==> src/rtl/hazard_scoreboard.sv <==
// Per-register countdown scoreboard beside ID: produces the ID stall, per-source
// forwarding selects and a busy vector, and holds back younger writes that would overtake older ones.
module hazard_scoreboard #(
    parameter int NREGS   = 32,
    parameter int LAT_MAX = 4,
    parameter int NFWD    = 3,
    localparam int AW = $clog2(NREGS),
    localparam int DW = $clog2(LAT_MAX + NFWD),
    localparam int FW = $clog2(NFWD + 1),
    localparam int LW = $clog2(LAT_MAX + 1)
) (
    input  logic             clk,
    input  logic             reset,
    input  logic             id_valid,
    input  logic [AW-1:0]    id_rs1,
    input  logic [AW-1:0]    id_rs2,
    input  logic [1:0]       id_use,
    input  logic             id_wen,
    input  logic [AW-1:0]    id_dst,
    input  logic [LW-1:0]    id_lat,
    input  logic             flush,
    output logic             stall,
    output logic [FW-1:0]    rs1_fwd,
    output logic [FW-1:0]    rs2_fwd,
    output logic [NREGS-1:0] busy_vec
);

    localparam int NSLOT = 2 ** AW;
    localparam logic [DW-1:0] NFWD_D = DW'(NFWD);

    // Entries at or above NREGS exist only so any AW-bit index is in range; they stay zero.
    logic [DW-1:0] d_r [NSLOT];

    logic [LW-1:0] lat_s;
    logic [DW-1:0] load_s;
    logic [DW-1:0] d_rs1_s;
    logic [DW-1:0] d_rs2_s;
    logic [DW-1:0] d_dst_s;
    logic          rs1_used_s;
    logic          rs2_used_s;
    logic          dst_ok_s;
    logic          raw_s;
    logic          waw_s;
    logic          stall_s;
    logic          issue_s;

    function automatic logic [LW-1:0] clamp_lat(input logic [LW-1:0] lat);
        logic [LW-1:0] res;
        res = lat;
        if (lat == {LW{1'b0}}) begin
            res = LW'(1);
        end else if (int'(lat) > LAT_MAX) begin
            res = LW'(LAT_MAX);
        end else begin
            res = lat;
        end
        return res;
    endfunction

    // Count 1..NFWD-1 means the value sits on bus NFWD-count; NFWD or more is not yet produced.
    function automatic logic [FW-1:0] fwd_sel(input logic [DW-1:0] d);
        logic [FW-1:0] sel;
        sel = {FW{1'b0}};
        if (d == {DW{1'b0}}) begin
            sel = {FW{1'b0}};
        end else if (d < NFWD_D) begin
            sel = FW'(NFWD_D - d);
        end else begin
            sel = {FW{1'b0}};
        end
        return sel;
    endfunction

    // Decode the ID instruction: clamped latency, source usage and scoreboard lookups.
    always_comb begin
        lat_s      = clamp_lat(id_lat);
        load_s     = DW'(int'(lat_s) + NFWD - 2);
        rs1_used_s = (id_use != 2'd0) && (id_rs1 != {AW{1'b0}});
        rs2_used_s = id_use[1] && (id_rs2 != {AW{1'b0}});
        dst_ok_s   = id_wen && (id_dst != {AW{1'b0}}) && (int'(id_dst) < NREGS);
        d_rs1_s    = d_r[id_rs1];
        d_rs2_s    = d_r[id_rs2];
        d_dst_s    = d_r[id_dst];
    end

    // Hazard detection; the source check always sees the pre-issue counts.
    always_comb begin
        raw_s   = 1'b0;
        waw_s   = 1'b0;
        stall_s = 1'b0;
        issue_s = 1'b0;
        if (id_valid && !flush) begin
            raw_s   = (rs1_used_s && (d_rs1_s >= NFWD_D)) ||
                      (rs2_used_s && (d_rs2_s >= NFWD_D));
            waw_s   = dst_ok_s && (d_dst_s >= NFWD_D) && (d_dst_s > load_s);
            stall_s = raw_s || waw_s;
            issue_s = dst_ok_s && !stall_s;
        end else begin
            raw_s   = 1'b0;
            waw_s   = 1'b0;
            stall_s = 1'b0;
            issue_s = 1'b0;
        end
    end

    // Output decode; unused sources and x0 always read the register file.
    always_comb begin
        stall   = stall_s;
        rs1_fwd = {FW{1'b0}};
        rs2_fwd = {FW{1'b0}};
        if (rs1_used_s) begin
            rs1_fwd = fwd_sel(d_rs1_s);
        end else begin
            rs1_fwd = {FW{1'b0}};
        end
        if (rs2_used_s) begin
            rs2_fwd = fwd_sel(d_rs2_s);
        end else begin
            rs2_fwd = {FW{1'b0}};
        end
    end

    // A register is busy while its value has not reached any forwarding bus.
    always_comb begin
        busy_vec = {NREGS{1'b0}};
        for (int r = 0; r < NREGS; r++) begin
            busy_vec[r] = (d_r[r] >= NFWD_D);
        end
    end

    // Countdown state: issue load takes priority over the per-cycle decrement.
    always_ff @(posedge clk or negedge reset) begin
        if (!reset) begin
            for (int r = 0; r < NSLOT; r++) begin
                d_r[r] <= {DW{1'b0}};
            end
        end else begin
            for (int r = 0; r < NSLOT; r++) begin
                if ((r == 0) || (r >= NREGS)) begin
                    d_r[r] <= {DW{1'b0}};
                end else if (issue_s && (id_dst == AW'(r))) begin
                    d_r[r] <= load_s;
                end else if (d_r[r] != {DW{1'b0}}) begin
                    d_r[r] <= d_r[r] - DW'(1);
                end else begin
                    d_r[r] <= d_r[r];
                end
            end
        end
    end

endmodule

==> config.mk <==
export PLATFORM = sky130hd
export DESIGN_NAME = hazard_scoreboard
export DESIGN_NICKNAME = d
export VERILOG_FILES = /design/src/rtl/hazard_scoreboard.sv
export SDC_FILE = /design/constraint.sdc
export NUM_CORES = 1
export LEC_CHECK = 0
export BUFFER_PORTS_ARGS = -buffer_cell sky130_fd_sc_hd__buf_2
export CORE_UTILIZATION = 60
export CTS_CLUSTER_SIZE = 16
export DETAILED_ROUTE_END_ITERATION = 8
export PLACE_DENSITY = 0.79
export SYNTH_ARGS = -nofsm -noshare
export SYNTH_HDL_FRONTEND = slang
export SYNTH_SLANG_ARGS = --single-unit
==> constraint.sdc <==
create_clock -name clk -period 6.8 [get_ports clk]
set_input_delay 1.36 -clock clk [delete_from_list [all_inputs] [get_ports clk]]
set_output_delay 1.36 -clock clk [all_outputs]
set_load 0.1 [all_outputs]
* Word level (Yosys, flattened, before mapping) *
Cells that the tools add are included.

storage, ports and cells
  register bits after elaboration = 93
  bits of input ports = 25
  output and inout port bits = 37
  word-level logic and storage cells = 335

operators by class
  add/sub/neg operators = 35
  magnitude comparators = 41
  eq/ne operators = 31
  multiplexer cells = 81
  bitwise operators = 3
  reduce and logical (&&, ||, !) cells = 113

operators by type and width
  operator                                                            count
  two-way mux 3 bit                                                   70
  greater-or-equal comparator 3 x 2 -> 1 bit (second input constant)  34
  nonzero test 3 bit                                                  31
  subtractor 3 x 1 -> 3 bit (second input constant)                   31
  == test 5 bit (second input constant)                               16
  nonzero test 2 bit                                                  32
  binary-select mux 3 bit (select 5 bit)                              3
  == test 5 x 4 -> 1 bit (second input constant)                      8
  logical AND 1 bit                                                   40
  == test 5 x 3 -> 1 bit (second input constant)                      4
  greater-or-equal comparator 6 bit (second input constant)           3
  NOT 5 -> 6 bit                                                      3
  nonzero test 5 bit                                                  3
  two-way mux 2 bit                                                   6
  == test 5 x 2 -> 1 bit (second input constant)                      2
  zero test 3 bit                                                     3
  < comparator 3 x 2 -> 1 bit (second input constant)                 2
  == test 5 x 1 -> 1 bit (second input constant)                      1
  subtractor 2 bit (first input constant)                             2
  adder 3 x 2 -> 3 bit (second input constant)                        1
  > comparator 3 bit                                                  1
  > comparator 3 bit (second input constant)                          1
  subtractor 3 x 2 -> 3 bit (second input constant)                   1
  zero test 1 bit                                                     2
  2 further kinds                                                     4

* Longest topological paths before layout *
  depth in word-level cells = 13
  depth in mapped cells = 18
  depth with buffers taken out = 15

* Least setup slack after synthesis *
OpenSTA, ideal clock, no wires.

  path type = input to output
  start point = input port id_dst[0]
  end point = output port stall
  arrival = 6.548 ns
  data required time = 5.440 ns
  setup slack = -1.108 ns
  cell stages on the path = 16
  path buffers = 3
  cell sequence = buf_2 buf_2 mux4_2 a2111oi_0 a31oi_1 o221ai_1 inv_1 ha_1 inv_1 a21o_1 a21oi_1 a311oi_1 nor2b_1 a31oi_4 buf_4 a21boi_0

on the way
  longest elaborated chain between the ends = 9
  elaborated cells between the ends (all ways) = 12
  classes of those cells = order compare (2); mux (4); bitwise (1); reduce/logical (5)

ends and longest elaborated chain
  what                                                   line  RTL
  start: declaration                                     19    input logic [AW-1:0] id_dst,
  NOT 5 -> 6 bit (not written as such)                   83    d_dst_s = d_r[id_dst];
  binary-select mux 3 bit (select 5 bit)                 83
  two-way mux 3 bit (not written as such) (2 in series)  83
  greater-or-equal comparator 3 x 2 -> 1 bit             95    waw_s = dst_ok_s && (d_dst_s >= NFWD_D) && (d_dst_s > load_s);
  logical AND 1 bit                                      95
  logical AND 1 bit *                                    95
  logical OR 1 bit *                                     96    stall_s = raw_s || waw_s;
  two-way mux 1 bit *                                    92    if (id_valid && !flush) begin
  end: declaration                                       22    output logic stall,

Every way passes the cells marked *; elsewhere a longest branch is shown, timed or not. The select of a mux whose other input is x is not followed.

* Worst setup path after layout *
Ends and elaborated chain as after synthesis.

==> impl_metrics.csv <==
group,metric,value,unit
sta,layout_min_cycle_time,6.20,ns
clocking,cts-root-buf,"clkbuf_16",
floorplan,die_w,130,um
grt,grt_max_degree,48,
job,drv_cap,0,
clocking,clkLatencyLatePin,0.36,ns
clocking,cts_buffers,9,
yosys,netlist.area_leader.share,23.7,%
worst_setup_path,critPathSlowestCell,"mux4_2",
worst_setup_path,cp_cell_sequence,"buf_2 -> mux4_2 -> a2111oi_0 -> a31oi_1 -> o221ai_1 -> inv_1 -> ha_1 -> inv_1 -> a21o_1 -> a21oi_1 -> a311oi_1 -> nor2b_1 -> a31oi_4 -> a21boi_2 -> buf_12",
sta,rsz0062_at_grt,"false",
sta,fmax,0.161,GHz
cells_and_area,layout_common_cells,"mux2i_1 (150), ha_1 (97), dfrtp_1 (93)",
routing,routed-wl-met3,2.39,mm
sta,tightestPinTransition,0.902,ns
clocking,clock_sinks,93,
grt,grt_pass1_vias,7502,
min_path,hold_depth,2,
grt,grt_pass1_wl,41.1,mm
worst_setup_path,slowest_delay,0.58,ns
worst_setup_path,r2r_cells,16,
yosys,ys_ff_latch,93,
cells_and_area,reg_top3,"d_r: 93 flops",
min_path,hold_end,"d_r[63]",
sta,finalSetupViolations,0,
yosys,synth_cell_types,68,
place,port_buffers,60,
clocking,cts_tree,"built",
clocking,clkTransAtPathRegs,0.07,ns
routing,dr.max_layer_used,"met4",
routing,met2_length,12.3,mm
cells_and_area,drive_above_1_share,18.9,%
grt,antenna_found_initial,0,
routing,drtPass1Iterations,6,
place,globalplace.congestion,0.960,
yosys,syn_nets,1065,
cells_and_area,utilization,65.3,%
cells_and_area,largest_reg_flops,93,
routing,wl_per_cell,21.8,um
place,place_hpwl,19.4,mm
yosys,synth_area_leaders,"dfrtp_1 (24%), mux2i_1 (15%), ha_1 (12%), mux4_2 (12%), nand3_4 (4.8%)",
sta,min_period_over_period,91.1,%
routing,ant_nets,0,
cells_and_area,nNetsFinal,1099,
yosys,synth_area_leader_cell,"dfrtp_1",
worst_setup_path,arrival,4.84,ns
floorplan,num_rows,46,
clocking,cts.path.max_buffers,2,
clocking,post-cts-setup-buffers,0,
routing,drt-total-wl,26.1,mm
worst_setup_path,cp_common_cell,"inv_1",
floorplan,start_util,61.7,%
floorplan,io-pin-count,62,
worst_setup_path,reg2reg_slack,2.58,ns
sta,hold_violations,0,
yosys,synthArstFlopShare,100,%
worst_setup_path,end_kind,"output pin",
routing,route.detailed.drc,0,
run_status,status,"finished clean",
cells_and_area,syn2layout_area_growth,5.90,%
floorplan,core,15900,um2
yosys,syn_avg_cell_area,10.4,um2
worst_setup_path,cp.required,5.44,ns
yosys,synth_cells,943,
yosys,synth_edf_count,0,
min_path,hp-start,"d_r[63]",
cells_and_area,layout_commonest_cell,"mux2i_1",
worst_setup_path,reg2reg_from,"d_r[69]",
cells_and_area,antennaDiodeCount,0,
clocking,cts_hold_buf,0,
routing,wl_met1,10.0,mm
worst_setup_path,cp-start-kind,"input port",
yosys,yosysWarnings,0,
floorplan,dieHeight,130,um
worst_setup_path,crit_fanout,19,
routing,vias,7639,
min_path,hold_path_class,"reg2reg",
sta,finalClockSkew,0.00701,ns
routing,initialDrtViolationCount,656,
worst_setup_path,rr_endpoint,"d_r[36]",
yosys,syn-cell-area,9830,um2
grt,grtUsageTotal,32.8,%
yosys,synth-seq-area-share,23.7,%
sta,drv_slew,0,
yosys,ys_dominant_reg_cell,"dfrtp_1",
worst_setup_path,critical_path_class,"in2out",
clocking,post_cts_resized,0,
routing,routed_via_density,6.38,
cells_and_area,regMostFlops,"d_r",
clocking,cts_max_level,3,
sta,tns,0,ns
grt,grt_overflow,0,
sta,slew_headroom,39.8,%
floorplan,die_area,16900,um2
==> cells by family after synthesis <==
logic type                 count (synthesis)  share of synthesized area [%]
other                                      1                         0.0381
and+or+nand+nor                          264                           16.9
adders and majority gates                 97                           12.3
buffers and inverters                    128                           7.21
muxes                                    216                           30.0
AOI/OAI and AO/OA                        112                           6.96
xor gates and xnor gates                  32                           2.85
DFF                                       93                           23.7
==> cell type report <==
| cell class | count | area (um2) |
|---|---|---|
| Multi-Input combinational cell | 722 | 6810 |
| Timing Repair Buffer | 70 | 393 |
| Sequential cell | 93 | 2330 |
| Inverter | 81 | 304 |
| Fill cell | 1294 | 5530 |
| Clock buffer | 11 | 233 |
| Tap cell | 216 | 270 |
| Clock inverter | 5 | 75.1 |
==> metrics by stage <==
stage | worst slack [ns] | area [um2] | hold slack, ns | instances
final | 0.603 | 10400 | 0.668 | 1198
after global routing | 0.333 | 10400 | 0.705 | 1198
after CTS | 0.601 | 10400 | 0.671 | 1198
after detailed placement | 0.610 | 10100 | 0.656 | 1182
after global placement | 0.773 | 10100 | 0.647 | 1182
after floorplan | 0.237 | 9840 | 0.591 | 943
==> per-layer routing <==
| layer | track usage, % | up-vias |
|---|---|---|
| li1 | - | 3448 |
| met5 | 0 | - |
| met1 | 41.1 | 3690 |
| met4 | 19.4 | 0 |
| met3 | 6.44 | 96 |
| met2 | 52.7 | 405 |
==> worst max-delay path: cells and delay by family <==
| kind | cells | cell delay [ns] |
|---|---|---|
| multiplexers | 1 | 0.58 |
| buffers and inverters | 4 | 0.73 |
| adder cells (fa/ha/maj) | 1 | 0.19 |
| AND/OR/NAND/NOR | 1 | 0.28 |
| AO/OA/AOI/OAI | 8 | 1.68 |
==> worst max-delay path by stage <==
stage,startpoint,endpoint,slack (ns),cells past startpoint
after floorplan,id_dst[0],stall,0.24,16
after global placement,id_dst[0],stall,0.77,12
after detailed placement,id_dst[0],stall,0.61,15
after CTS,id_dst[0],stall,0.60,15
after global routing,id_dst[0],stall,0.33,15
final,id_dst[0],stall,0.60,15
==> synth_stat cells, types with 3 or more instances <==
library cell	n
dfrtp_1	93
clkbuf_8	9
nand3b_1	4
inv_1	80
mux2_2	6
a21oi_1	13
o211ai_1	3
o2111ai_1	3
buf_6	5
xnor2_1	32
nor2b_1	7
nor3b_1	3
nand2b_1	31
nand2_1	48
o21ai_0	68
buf_12	4
mux4_2	52
ha_1	97
a31oi_1	3
buf_2	9
nor3_1	23
buf_4	5
mux2i_1	150
a221oi_1	3
clkbuf_1	12
nand3_1	12
nand4_1	3
mux4_1	8
nor2_1	83
nand3_4	27
or3_1	4
Power is not shown: default switching activity piles up to over one toggle a cycle in this logic, so the estimate is an artifact.
